[src/rtl/bus_arbiter_rr_if.sv]
`default_nettype none
// ============================================================================
// Module   : bus_arbiter_rr_if
// Brief    : Arbitration handshake bundle between SoC bus masters and the
//            round-robin arbiter.
// Revision : 1.0 - initial release
// ============================================================================
interface bus_arbiter_rr_if #(
    parameter int NUM_MASTERS = 4
);
    localparam int IDX_W = (NUM_MASTERS > 1) ? $clog2(NUM_MASTERS) : 1;

    logic [NUM_MASTERS-1:0] requests;
    logic [NUM_MASTERS-1:0] grants;
    logic                   beginTransactionIn;
    logic                   endTransactionIn;
    logic                   busErrorIn;
    logic                   endTransactionOut;
    logic                   busErrorOut;
    logic                   busActive;
    logic [IDX_W-1:0]       activeMaster;

    // Bus side: masters and slaves driving requests and transaction markers.
    modport master (
        output requests,
        output beginTransactionIn,
        output endTransactionIn,
        output busErrorIn,
        input  grants,
        input  endTransactionOut,
        input  busErrorOut,
        input  busActive,
        input  activeMaster
    );

    // Arbiter side.
    modport slave (
        input  requests,
        input  beginTransactionIn,
        input  endTransactionIn,
        input  busErrorIn,
        output grants,
        output endTransactionOut,
        output busErrorOut,
        output busActive,
        output activeMaster
    );
endinterface
`default_nettype wire

[src/rtl/bus_arbiter_rr.sv]
`default_nettype none
// ============================================================================
// Module   : bus_arbiter_rr
// Brief    : Round-robin SoC bus arbiter with begin/active watchdogs that
//            retire stalled or hung transactions.
// Revision : 1.0 - initial release
// ============================================================================
module bus_arbiter_rr #(
    parameter int NUM_MASTERS    = 4,
    parameter int BEGIN_TIMEOUT  = 16,
    parameter int ACTIVE_TIMEOUT = 1024
) (
    input  wire logic         clock,
    input  wire logic         reset,
    bus_arbiter_rr_if.slave   bus
);

    localparam int IDX_W  = (NUM_MASTERS > 1) ? $clog2(NUM_MASTERS) : 1;
    localparam int BCNT_W = $clog2(BEGIN_TIMEOUT + 1);
    localparam int ACNT_W = $clog2(ACTIVE_TIMEOUT + 1);

    localparam logic [BCNT_W-1:0] BCNT_LAST = BCNT_W'(BEGIN_TIMEOUT - 1);
    localparam logic [BCNT_W-1:0] BCNT_MAX  = BCNT_W'(BEGIN_TIMEOUT);
    localparam logic [ACNT_W-1:0] ACNT_LAST = ACNT_W'(ACTIVE_TIMEOUT - 1);
    localparam logic [ACNT_W-1:0] ACNT_MAX  = ACNT_W'(ACTIVE_TIMEOUT);
    localparam logic [IDX_W-1:0]  IDX_LAST  = IDX_W'(NUM_MASTERS - 1);

    typedef enum logic [2:0] {
        ST_IDLE       = 3'd0,
        ST_GRANT      = 3'd1,
        ST_WAIT_BEGIN = 3'd2,
        ST_ACTIVE     = 3'd3,
        ST_FORCE_END  = 3'd4
    } state_t;

    state_t                 state_q,      state_d;
    logic [IDX_W-1:0]       rr_ptr_q,     rr_ptr_d;
    logic [BCNT_W-1:0]      begin_cnt_q,  begin_cnt_d;
    logic [ACNT_W-1:0]      active_cnt_q, active_cnt_d;
    logic [NUM_MASTERS-1:0] grants_q,     grants_d;
    logic                   end_out_q,    end_out_d;
    logic                   err_out_q,    err_out_d;
    logic                   busy_q,       busy_d;
    logic [IDX_W-1:0]       master_q,     master_d;

    logic [NUM_MASTERS-1:0] req_rot;
    logic                   req_found;
    logic [IDX_W-1:0]       winner;
    logic [IDX_W-1:0]       ptr_next;
    int                     pick_off;
    int                     pick_sum;

    // Rotate requests so the rr pointer lands on bit 0; the lowest set bit
    // of the rotated vector is then the round-robin winner.
    always_comb begin
        req_rot = (bus.requests >> rr_ptr_q)
                | (bus.requests << (NUM_MASTERS - int'(rr_ptr_q)));
        pick_off  = 0;
        req_found = 1'b0;
        for (int k = NUM_MASTERS - 1; k >= 0; k--) begin
            if (((req_rot >> k) & NUM_MASTERS'(1)) != '0) begin
                pick_off  = k;
                req_found = 1'b1;
            end
        end
        pick_sum = int'(rr_ptr_q) + pick_off;
        if (pick_sum >= NUM_MASTERS) begin
            pick_sum = pick_sum - NUM_MASTERS;
        end
        winner   = IDX_W'(pick_sum);
        ptr_next = (winner == IDX_LAST) ? '0 : winner + IDX_W'(1);
    end

    always_comb begin
        state_d      = state_q;
        rr_ptr_d     = rr_ptr_q;
        begin_cnt_d  = begin_cnt_q;
        active_cnt_d = active_cnt_q;
        master_d     = master_q;
        grants_d     = '0;

        case (state_q)
            ST_IDLE: begin
                if (req_found) begin
                    state_d  = ST_GRANT;
                    rr_ptr_d = ptr_next;
                    master_d = winner;
                    grants_d = NUM_MASTERS'(1) << winner;
                end
            end

            ST_GRANT: begin
                state_d     = ST_WAIT_BEGIN;
                begin_cnt_d = '0;
            end

            // A granted master that never starts simply forfeits its slot;
            // the pointer has already moved past it.
            ST_WAIT_BEGIN: begin
                if (bus.beginTransactionIn) begin
                    state_d      = ST_ACTIVE;
                    active_cnt_d = '0;
                end else if (begin_cnt_q >= BCNT_LAST) begin
                    state_d = ST_IDLE;
                end else if (begin_cnt_q != BCNT_MAX) begin
                    begin_cnt_d = begin_cnt_q + BCNT_W'(1);
                end
            end

            // A genuine end/error takes precedence over the watchdog firing
            // in the same cycle.
            ST_ACTIVE: begin
                if (bus.endTransactionIn || bus.busErrorIn) begin
                    state_d = ST_IDLE;
                end else if (active_cnt_q >= ACNT_LAST) begin
                    state_d = ST_FORCE_END;
                end else if (active_cnt_q != ACNT_MAX) begin
                    active_cnt_d = active_cnt_q + ACNT_W'(1);
                end
            end

            ST_FORCE_END: begin
                state_d = ST_IDLE;
            end

            default: begin
                state_d = ST_IDLE;
            end
        endcase

        busy_d    = (state_d != ST_IDLE);
        end_out_d = (state_d == ST_FORCE_END);
        err_out_d = (state_d == ST_FORCE_END);
    end

    always_ff @(posedge clock or negedge reset) begin
        if (!reset) begin
            state_q      <= ST_IDLE;
            rr_ptr_q     <= '0;
            begin_cnt_q  <= '0;
            active_cnt_q <= '0;
            grants_q     <= '0;
            end_out_q    <= 1'b0;
            err_out_q    <= 1'b0;
            busy_q       <= 1'b0;
            master_q     <= '0;
        end else begin
            state_q      <= state_d;
            rr_ptr_q     <= rr_ptr_d;
            begin_cnt_q  <= begin_cnt_d;
            active_cnt_q <= active_cnt_d;
            grants_q     <= grants_d;
            end_out_q    <= end_out_d;
            err_out_q    <= err_out_d;
            busy_q       <= busy_d;
            master_q     <= master_d;
        end
    end

    assign bus.grants            = grants_q;
    assign bus.endTransactionOut = end_out_q;
    assign bus.busErrorOut       = err_out_q;
    assign bus.busActive         = busy_q;
    assign bus.activeMaster      = master_q;

endmodule
`default_nettype wire

[src/flat_wrapper.sv]
// flat-port wrapper written by rule: the top's interface ports become plain ports
module bus_arbiter_rr_flat 
#(
    parameter int NUM_MASTERS    = 4,
    parameter int BEGIN_TIMEOUT  = 16,
    parameter int ACTIVE_TIMEOUT = 1024
)
  (clock, reset, bus_requests, bus_beginTransactionIn, bus_endTransactionIn, bus_busErrorIn, bus_grants, bus_endTransactionOut, bus_busErrorOut, bus_busActive, bus_activeMaster);
  bus_arbiter_rr_if #(.NUM_MASTERS(NUM_MASTERS)) bus_i ();
  input  wire logic clock;
  input  wire logic reset;
  input wire logic [$bits(bus_i.requests)-1:0] bus_requests;
  input wire logic [$bits(bus_i.beginTransactionIn)-1:0] bus_beginTransactionIn;
  input wire logic [$bits(bus_i.endTransactionIn)-1:0] bus_endTransactionIn;
  input wire logic [$bits(bus_i.busErrorIn)-1:0] bus_busErrorIn;
  output wire logic [$bits(bus_i.grants)-1:0] bus_grants;
  output wire logic [$bits(bus_i.endTransactionOut)-1:0] bus_endTransactionOut;
  output wire logic [$bits(bus_i.busErrorOut)-1:0] bus_busErrorOut;
  output wire logic [$bits(bus_i.busActive)-1:0] bus_busActive;
  output wire logic [$bits(bus_i.activeMaster)-1:0] bus_activeMaster;
  assign bus_i.requests = bus_requests;
  assign bus_i.beginTransactionIn = bus_beginTransactionIn;
  assign bus_i.endTransactionIn = bus_endTransactionIn;
  assign bus_i.busErrorIn = bus_busErrorIn;
  assign bus_grants = bus_i.grants;
  assign bus_endTransactionOut = bus_i.endTransactionOut;
  assign bus_busErrorOut = bus_i.busErrorOut;
  assign bus_busActive = bus_i.busActive;
  assign bus_activeMaster = bus_i.activeMaster;
  bus_arbiter_rr #(.NUM_MASTERS(NUM_MASTERS), .BEGIN_TIMEOUT(BEGIN_TIMEOUT), .ACTIVE_TIMEOUT(ACTIVE_TIMEOUT)) u_core (.clock(clock), .reset(reset), .bus(bus_i));
endmodule
[config.mk]
export PLATFORM = sky130hd
export DESIGN_NAME = bus_arbiter_rr_flat
export DESIGN_NICKNAME = d
export VERILOG_FILES = /design/src/rtl/bus_arbiter_rr_if.sv /design/src/rtl/bus_arbiter_rr.sv /design/src/flat_wrapper.sv
export SDC_FILE = /design/constraint.sdc
export NUM_CORES = 1
export LEC_CHECK = 0
export CAP_MARGIN = 15
export CELL_PAD_IN_SITES_DETAIL_PLACEMENT = 1
export CELL_PAD_IN_SITES_GLOBAL_PLACEMENT = 1
export CORE_ASPECT_RATIO = 1.4
export CORE_UTILIZATION = 47
export CTS_CLUSTER_DIAMETER = 80
export CTS_CLUSTER_SIZE = 14
export DETAILED_ROUTE_END_ITERATION = 16
export GPL_TIMING_DRIVEN = 0
export PLACE_DENSITY = 0.9
export SETUP_SLACK_MARGIN = 0.02
export SKIP_CTS_REPAIR_TIMING = 1
export SLEW_MARGIN = 0
export SYNTH_ARGS = -nofsm -noshare
export SYNTH_HDL_FRONTEND = slang
export SYNTH_SLANG_ARGS = --single-unit
[constraint.sdc]
create_clock -name clock -period 8.4 [get_ports clock]
set_input_delay 1.68 -clock clock [delete_from_list [all_inputs] [get_ports clock]]
set_output_delay 1.68 -clock clock [all_outputs]
set_load 0.05 [all_outputs]
==> flow_summary.json <==
{
  "cts_tree": "done",
  "syn_inst": 185,
  "wire_per_inst_um": 17.3,
  "hp-class": "flop to flop",
  "worstMarginPinSlew_ns": 0.638,
  "nNetsFinal": 230,
  "vdd_drop_max_v": 0.000275,
  "grt_pass1_wl_um": 7260,
  "synth.avg_cell_area_um2": 9.70,
  "grt_overflow": 0,
  "cts_buffers": 5,
  "crit_arrival_ns": 4.62,
  "setup_viol": 0,
  "timing.fmax_mhz": 224,
  "clk_latency_ns": 0.28,
  "ys_top_cells_by_count": "dfrtp_1, nor2_1, nand2_1, ha_1, inv_1",
  "hold_viol": 0,
  "drcViolationCount": 0,
  "grt_usage": 0.255,
  "area_delta_synth_final_pct": 18.8,
  "htree_levels": 2,
  "synth_area_mm2": 0.00179,
  "yosysUniqueCellTypes": 46,
  "max-slew-margin-rel": 0.574,
  "yosysMostFrequentCell": "dfrtp_1",
  "fin_crit_sh": 0.531,
  "grt_max_degree": 22,
  "min_period_ns": 4.46,
  "cp-start-kind": "input port",
  "die_w_um": 54.2,
  "dieArea_mm2": 0.00407,
  "cts_root_buf": "clkbuf_8",
  "ys_seq_elements": 29,
  "ys_seq_area_frac": 0.404,
  "critPathMaxFanout": 6,
  "synth-edff-count": 0,
  "cts.sinks": 29,
  "clock_path_buffers": 2,
  "dr.first_iter.drc_count": 13,
  "skew_ns": 0.00423,
  "status": "finished clean",
  "syn_nets": 205,
  "clkTransAtPathRegs_ns": 0.06,
  "setup_tns_ns": 0,
  "p_leak_nw": 0.957,
  "antenna_found_initial": 0,
  "place_hpwl_um": 3320,
  "first_pass_iters": 4,
  "synth_top_area_frac": 0.404,
  "coreArea_mm2": 0.00364,
  "io_buffers": 17,
  "final_antenna_net_count": 0,
  "io_pins": 18,
  "synth_top_area_cell": "dfrtp_1",
  "cp-end-kind": "flop",
  "gp_routability_congestion": 0.770,
  "final_layout_size_suffix_gt1_frac": 0.105,
  "crit_type": "input port to flop",
  "synthArstFlopShare": 1.00,
  "grt_pass1_vias": 1588,
  "regArea_um2": 726,
  "yosys_warnings": 0,
  "vias_per_cell": 5.83,
  "dieHeight_um": 75.1,
  "multi_input_comb_area_um2": 996,
  "wl_um": 4370,
  "synthFlopType": "dfrtp_1",
  "powerDensity_mw_per_mm2": 367,
  "fin_util": 0.585,
  "required_ns": 8.56,
  "diodes": 0,
  "fillers": 414,
  "synth.area.top_cells": "dfrtp_1, ha_1, xnor2_1, nor2_1, nand2_1",
  "reg2reg_slack_ns": 4.69,
  "cap_violations": 0,
  "dp_cells": 245,
  "rsz0062_at_grt": "false",
  "initial_core_util": 0.492,
  "maxSlewViolCount": 0,
  "instances_no_fill": 252,
  "num_rows": 26,
  "vias": 1468
}
==> kinds of logic (layout without fill, tap and decap cells) <==
family,after synthesis,count (layout),share of synthesized area
xor+xnor,10,10,0.0488
simple gates,81,81,0.241
compound gates,30,30,0.136
buf+inv,15,40,0.0404
mux,9,9,0.0530
fa+ha+maj,11,11,0.0767
flops,29,29,0.404
==> where the power goes <==
group          switching [mW]  internal, mW
Combinational           0.281         0.187
Clock                  0.0488        0.0648
Sequential             0.0289         0.172
==> registers in the layout (all words and copies together), names as in the netlist <==
signal                        flops
u_core.bus.endTransactionOut      1
u_core.active_cnt_q              11
u_core.bus.grants                 4
u_core.state_q                    3
u_core.bus.busActive              1
u_core.begin_cnt_q                5
u_core.rr_ptr_q                   2
u_core.bus.activeMaster           2
==> worst max-delay path: stages <==
cell and delay [ns]:
clkdlybuf4s50_1 0.52, mux2i_1 0.26, nor3_1 0.08, o32a_1 0.37, nor3_1 0.21, a221oi_1 0.11
ha_1 0.21, xnor2_1 0.41, xnor2_1 0.22, ha_1 0.29, mux2_2 0.26
==> through the flow <==
step / hold WS, ns / cell area [um2] / setup slack (ns) / power, mW
after detailed placement: 0.505 / 2040 / 3.74 / 0.650
after global placement: 0.479 / 2020 / 3.86 / 0.613
after floorplan: 0.463 / 1790 / 4.61 / 0.530
after CTS: 0.518 / 2130 / 3.98 / 0.790
final: 0.512 / 2130 / 3.94 / 0.782
after global routing: 0.546 / 2130 / 3.82 / 0.845
==> routing by layer <==
layer	vias up	track usage	part of all wire
li1	699	-	-
met2	29	0.476	0.56
met4	0	0.117	0.028
met1	728	0.251	0.38
met3	12	0.0646	0.033
met5	-	0	0
==> cell type report <==
type | count | share of cell area
tap | 42 | 0.0247
inverter | 10 | 0.0176
multi-input combinational | 141 | 0.467
buffer | 5 | 0.0164
clock buffer | 7 | 0.0405
timing repair buffer | 18 | 0.0928
sequential | 29 | 0.341
==> cells in the final DEF, fill, tap and decap left out, drive strengths merged, types with 2 or more instances in the layout <==
master,count
clkdlybuf4s50,17
nand2,18
a211oi,3
nor2b,3
nand3,6
nor4,4
nor3,7
o21ai,6
ha,11
and4,2
dfrtp,29
nor3b,3
xnor2,9
inv,10
and2,5
buf,5
clkbuf,8
nor2,21
nor4b,2
mux2i,5
a21oi,6
nand2b,5
mux2,4
o22ai,2
==> path summary, 6_finish.rpt <==
path | from | to | cells after the start
max | bus_requests[0] | u_core.rr_ptr_q[1] | 11
min | u_core.active_cnt_q[9] | u_core.active_cnt_q[9] | 2
max reg2reg | u_core.rr_ptr_q[0] | u_core.rr_ptr_q[1] | 14
min reg2reg | u_core.active_cnt_q[9] | u_core.active_cnt_q[9] | 2
max in group asynchronous | reset | u_core.active_cnt_q[1] | 2
min in group asynchronous | reset | u_core.begin_cnt_q[2] | 1
Note: power is estimated with default switching activity, not from simulation.
